File: config.mk
export PLATFORM = sky130hd
export DESIGN_NAME = write_back_stage
export DESIGN_NICKNAME = d
export VERILOG_FILES = /design/src/rtl/cpu_pkg.sv /design/src/rtl/load_formatter.sv /design/src/rtl/write_back_stage.sv
export SDC_FILE = /design/constraint.sdc
export NUM_CORES = 1
export LEC_CHECK = 0
export ABC_AREA = 1
export ABC_CLOCK_PERIOD_IN_PS = 2250
export CAP_MARGIN = 15
export CORE_MARGIN = 2
export CORE_UTILIZATION = 40
export CTS_CLUSTER_SIZE = 12
export DETAILED_ROUTE_END_ITERATION = 16
export GPL_TIMING_DRIVEN = 0
export PLACE_DENSITY = 0.82
export RECOVER_POWER = 50
export SYNTH_ARGS = -nofsm -noshare
export SYNTH_HDL_FRONTEND = slang
export SYNTH_HIERARCHICAL = 1
export SYNTH_SLANG_ARGS = --single-unit
File: constraint.sdc
create_clock -name clk -period 2.25 [get_ports clk]
set_clock_uncertainty 0.2 [all_clocks]
set_input_delay 0.5625 -clock clk [delete_from_list [all_inputs] [get_ports clk]]
set_output_delay 0.5625 -clock clk [all_outputs]
set_load 0.05 [all_outputs]
File: src/rtl/cpu_pkg.sv
// -----------------------------------------------------------------------------
// cpu_pkg
//   Shared definitions for the 5-stage pipelined CPU.
//   - DATA_WIDTH / REG_ADDR_WIDTH : default datapath and register-index widths
//   - load_size_e                 : sub-word load size encoding from MEM/WB
// -----------------------------------------------------------------------------
package cpu_pkg;

  localparam int DATA_WIDTH     = 32;
  localparam int REG_ADDR_WIDTH = 5;

  // 2'b11 is reserved and is handled exactly like a word load.
  typedef enum logic [1:0] {
    LS_WORD = 2'b00,
    LS_HALF = 2'b01,
    LS_BYTE = 2'b10,
    LS_RSVD = 2'b11
  } load_size_e;

endpackage : cpu_pkg

File: src/rtl/load_formatter.sv
// -----------------------------------------------------------------------------
// load_formatter
//   Combinational extraction and extension of sub-word loads.
//   Ports:
//     dm_data_out   in  DATA_WIDTH  raw word read from data memory
//     load_size     in  2           00 word, 01 half, 10 byte, 11 word
//     load_unsigned in  1           1 = zero-extend, 0 = sign-extend
//     addr_low      in  2           byte address [1:0] (lane select)
//     load_data     out DATA_WIDTH  formatted load value
//   Lane positions assume a 32-bit memory word in the low bits of dm_data_out.
// -----------------------------------------------------------------------------
module load_formatter
  import cpu_pkg::*;
#(
  parameter int DATA_WIDTH = cpu_pkg::DATA_WIDTH
) (
  input  logic [DATA_WIDTH-1:0] dm_data_out,
  input  logic [1:0]            load_size,
  input  logic                  load_unsigned,
  input  logic [1:0]            addr_low,
  output logic [DATA_WIDTH-1:0] load_data
);

  logic [15:0] lane_half;
  logic [7:0]  lane_byte;
  logic        fill_half;
  logic        fill_byte;

  // NOTE: every variable driven here gets a value before any branch,
  // so no path leaves it unassigned and no latch is inferred.
  always_comb begin
    lane_half = addr_low[1] ? dm_data_out[31:16] : dm_data_out[15:0];

    lane_byte = dm_data_out[7:0];
    case (addr_low)
      2'd1:    lane_byte = dm_data_out[15:8];
      2'd2:    lane_byte = dm_data_out[23:16];
      2'd3:    lane_byte = dm_data_out[31:24];
      default: lane_byte = dm_data_out[7:0];
    endcase

    // Extension bit: lane MSB for signed loads, zero for unsigned loads.
    fill_half = ~load_unsigned & lane_half[15];
    fill_byte = ~load_unsigned & lane_byte[7];

    load_data = dm_data_out;
    case (load_size_e'(load_size))
      LS_HALF: load_data = {{(DATA_WIDTH-16){fill_half}}, lane_half};
      LS_BYTE: load_data = {{(DATA_WIDTH-8){fill_byte}}, lane_byte};
      default: load_data = dm_data_out;
    endcase
  end

endmodule : load_formatter

File: src/rtl/write_back_stage.sv
// -----------------------------------------------------------------------------
// write_back_stage
//   Final pipeline stage: selects ALU result or formatted load, then registers
//   the register-file write value, destination index and write enable.
//   Ports:
//     clk, reset     single clock; synchronous active-high reset
//     mem_to_reg     1 = formatted load, 0 = ALU result
//     alu_data_out   ALU result from MEM/WB
//     dm_data_out    raw data-memory word
//     load_size      sub-word size (see cpu_pkg::load_size_e)
//     load_unsigned  1 = zero-extend sub-word load
//     addr_low       byte address [1:0] of the load
//     reg_write_in   register-file write request
//     rd_in          destination register index
//     wb_data        registered write-back value
//     reg_write_out  registered write enable (never set for register 0)
//     rd_out         registered destination index
// -----------------------------------------------------------------------------
module write_back_stage
  import cpu_pkg::*;
#(
  parameter int DATA_WIDTH     = cpu_pkg::DATA_WIDTH,
  parameter int REG_ADDR_WIDTH = cpu_pkg::REG_ADDR_WIDTH
) (
  input  logic                      clk,
  input  logic                      reset,
  input  logic                      mem_to_reg,
  input  logic [DATA_WIDTH-1:0]     alu_data_out,
  input  logic [DATA_WIDTH-1:0]     dm_data_out,
  input  logic [1:0]                load_size,
  input  logic                      load_unsigned,
  input  logic [1:0]                addr_low,
  input  logic                      reg_write_in,
  input  logic [REG_ADDR_WIDTH-1:0] rd_in,
  output logic [DATA_WIDTH-1:0]     wb_data,
  output logic                      reg_write_out,
  output logic [REG_ADDR_WIDTH-1:0] rd_out
);

  logic [DATA_WIDTH-1:0] load_data;
  logic [DATA_WIDTH-1:0] wb_next;

  load_formatter #(
    .DATA_WIDTH (DATA_WIDTH)
  ) u_load_formatter (
    .dm_data_out   (dm_data_out),
    .load_size     (load_size),
    .load_unsigned (load_unsigned),
    .addr_low      (addr_low),
    .load_data     (load_data)
  );

  // The ALU branch takes alu_data_out directly, so the load sideband
  // cannot influence wb_data when mem_to_reg is low.
  always_comb begin
    wb_next = alu_data_out;
    if (mem_to_reg) begin
      wb_next = load_data;
    end
  end

  // NOTE: state is updated with non-blocking assignments so every register
  // samples pre-edge values regardless of statement order.
  always_ff @(posedge clk) begin
    if (reset) begin
      wb_data       <= '0;
      reg_write_out <= 1'b0;
      rd_out        <= '0;
    end else begin
      wb_data       <= wb_next;
      // Register 0 is hard-wired to zero; never request a write to it.
      reg_write_out <= reg_write_in && (rd_in != '0);
      rd_out        <= rd_in;
    end
  end

endmodule : write_back_stage

==> results.txt <==
- For this block, the initial DRC count from the detailed router was 158.
* Die Outline Area: 0.00608 mm2
* Main flop type after synthesis: dfxtp_1
* CTS sink cnt: 38
- The cell area that synthesis handed to floorplanning was 0.00219 mm2.
* Count of input and output buffers: 113
- Maximum count of clock buffers along a single path: 2
- Counting instances, the worst hold path has a depth of 3.
- The initial utilization of the core area, before any placement, comes to 42.1%.
* Hold Crit Start: mem_to_reg
- The max-slew violation count is 0.
* Number of global-route vias before repair: 2494
- Type of destination of the critical path: output port
- The Yosys step of the flow raised 6 warnings.
- For this run, the share of the core covered by cells in the final layout is 69.2%.
- Synthesis inferred 38 register bits.
* Min-Delay Endpoint: wb_data[30]
* Sum of routed wire length over all layers: 7.15 mm
* Final setup viols: 0
- Summing all multi-input logic gate instances after layout gives 0.00120 mm2.
* Nature of the critical path startpoint: flop
- Summed over all nets, the half-perimeter wirelength after detailed placement is 5.37 mm.
* Critical Path Fanout Max: 1
- Ranked by total cell area, the synthesized netlist is headed by dfxtp_1 35%, nand2_1 24%, a21oi_1 8.9%, a21oi_2 4.8%, nand2_2 4.3%.
* Worst Path Arrival: 1.42 ns
- The first detailed-routing pass took 7 iterations.
- Among all stages on the critical path, the largest delay is contributed by clkdlybuf4s50_1.
* Number of standard cells in the layout, taps in and fillers out: 520
* Clock Root Buffer: clkbuf_8
- TritonCTS clock tree: yes
- Tcrit/Tclk final: 97.2%
- Leakage Power: 1.65 nW
* Count of flip-flops with a built-in enable after synthesis: 0
- Global routing finished with a remaining overflow of 0.
- Hold WC Path Type: primary input to flop
- Tightest slew margin relative to the limit: 59.3%
* Synth area leader: dfxtp_1
* Number of antenna violations at the first check in global routing: 0
- TritonCTS created 5 clock buffers.
* Max-cap violations: 0
* Layout cells sized above 1: 16.2%
* Net count after synthesis: 407
- Worst vdd rail ir drop: 368 uV
* Total number of H-tree levels: 2
- Antenna Cells: 0
* Combined buffer and inverter count along the critical path: 1
- On the worst path, the slowest cell contributes a delay of 0.80 ns.
- Vert. Die Dim: 78.0 um
- After synthesis, the mean cell area works out to 6.70 um2.
- Maximum operating frequency: 457 MHz
- Fill cells in the final layout number 443.
- The flow ran to the end, and the final reports show no timing, DRC or antenna violations.
- DRC viols: 0
- Clock transition at the registers of the reported paths: 0.08 ns
- Dividing total power by cell area gives a power density of 566 mW/mm2.
* First-pass GRT wire length: 11.4 mm
* Sequential area share after synthesis: 34.7%
* Routed length per placed instance: 13.7 um
- After detailed placement, the total cell area comes to 0.00341 mm2.
- Entering global routing, the biggest net connects 13 pins.
* Distinct cells, synth: 22
- In this run the remaining antenna-violating nets after routing total 0.
* RSZ-0062 raised after global routing: false
* Transition time at the pin with the least slew margin: 0.614 ns
- In the global route stage, overall resource usage came out at 23.5%.
- In this design, the largest share of critical-path delay is due to buffers and inverters.
- Worst hold slack after final layout: 0.364 ns
* Hold-fix buffer count after cts: 0
- The count of endpoints failing hold in the final timing report came to 0.
* Number of cells after detailed placement: 510
- The smallest clock period supported by the final layout is computed as 2.19 ns.
* Final nets: 529
* Final Wtd Congestion: 0.882
- The setup path with the least slack is of type flop to output port.
- Sequential cell area: 761 um2
- Crit path required time: 1.49 ns
- Synthesis handed over a netlist of 327 instances.
- In this run the core area contains 26 standard-cell rows.
* Die boundary width: 78.0 um
- IO Pins: 116
* Total negative setup slack: 0 ns
- After synthesis, the largest area contributor takes up 34.7% of total cell area.
- Traced cell by cell, the critical path runs through clkdlybuf4s50_1.
- For this block, the via count after detailed routing is 2537.
* Via density: 4.88
* Post-synthesis async set-or-reset flop share: 0%
- Post-Layout Inst Area: 0.00360 mm2
- Relative to the synthesized area, the layout overhead comes to 64.5%.
* Total core area: 0.00520 mm2
## power breakdown
part	total, mW	internal (mW)	leakage (nW)	switching [mW]
Combinational	0.737	0.318	1.28	0.418
Clock	0.571	0.326	0.0579	0.245
Sequential	0.730	0.719	0.315	0.0115
## logic make-up after synthesis
| kind of cell | share of synthesized area, % |
|---|---|
| DFF | 34.7 |
| adders and majority gates | 1.14 |
| and+or+nand+nor | 36.9 |
| AOI/OAI and AO/OA | 15.0 |
| buffers and inverters | 12.2 |
## layout by cell type (no fill, tap or decap), types with 2 or more instances in the layout
cell	instances
o21ai_0	2
dlygate4sd3_1	5
nand2_1	139
nand2_2	16
clkdlybuf4s50_1	106
dfxtp_1	38
inv_2	2
nand3_1	17
buf_12	3
a21oi_2	15
clkinv_2	2
clkbuf_2	2
buf_2	3
inv_1	13
nand3_2	2
clkbuf_8	6
a21oi_1	35
buf_6	10
nor2_1	18
buf_4	4
## through the flow
stage,worst slack (ns),power [mW]
after CTS,-0.00774,2.04
after detailed placement,-0.569,1.45
final,0.0633,2.04
after floorplan,0.240,1.16
after global placement,-0.568,1.44
after global routing,0.00833,2.13
## cells in the mapped netlist (2+ instances only)
cell type and n:
a21oi_1 39, a21oi_2 12, buf_12 3, buf_2 4
buf_4 3, buf_6 7, clkbuf_1 4, dfxtp_1 38
ha_1 2, inv_1 14, nand2_1 140, nand2_2 15
nand3_1 17, nand3_2 2, nor2_1 19, o21ai_0 2
## per-layer routing
layer / global-route usage (%) / up-vias / wire length, um
met5: 0 / - / 0
met4: 7.54 / 0 / 114
met3: 6.05 / 15 / 662
met2: 41.9 / 148 / 3550
met1: 27.3 / 1109 / 2820
li1: - / 1265 / -
## worst max path at each step
stage | startpoint | to | slack [ns] | cells past startpoint
after floorplan | load_size[0] | wb_data[12] | 0.24 | 9
after global placement | load_size[0] | wb_data[15] | -0.57 | 10
after detailed placement | load_size[0] | wb_data[15] | -0.57 | 10
after CTS | load_size[0] | wb_data[14] | -0.008 | 10
after global routing | load_size[0] | wb_data[0] | 0.008 | 12
final | wb_data[4] | wb_data[4] | 0.06 | 1
## registers in the layout (all words and copies together) (netlist names)
register and cells:
rd_out 5, reg_write_out 1, wb_data 32
## area by class of cell
class,instances,share of cell area [%]
multi-input combinational,251,33.3
timing repair buffer,115,31.7
sequential,38,21.1
buffer,21,6.29
tap,70,2.43
inverter,17,2.12
clock buffer,5,1.91
clock inverter,3,1.11
## repair_timing
item,CTS,global route
buffers inserted,0,2
pin swaps,0,3
resized for setup,11,18
endpoints found under the setup margin,18,26
(Power assumes the default switching activity.)
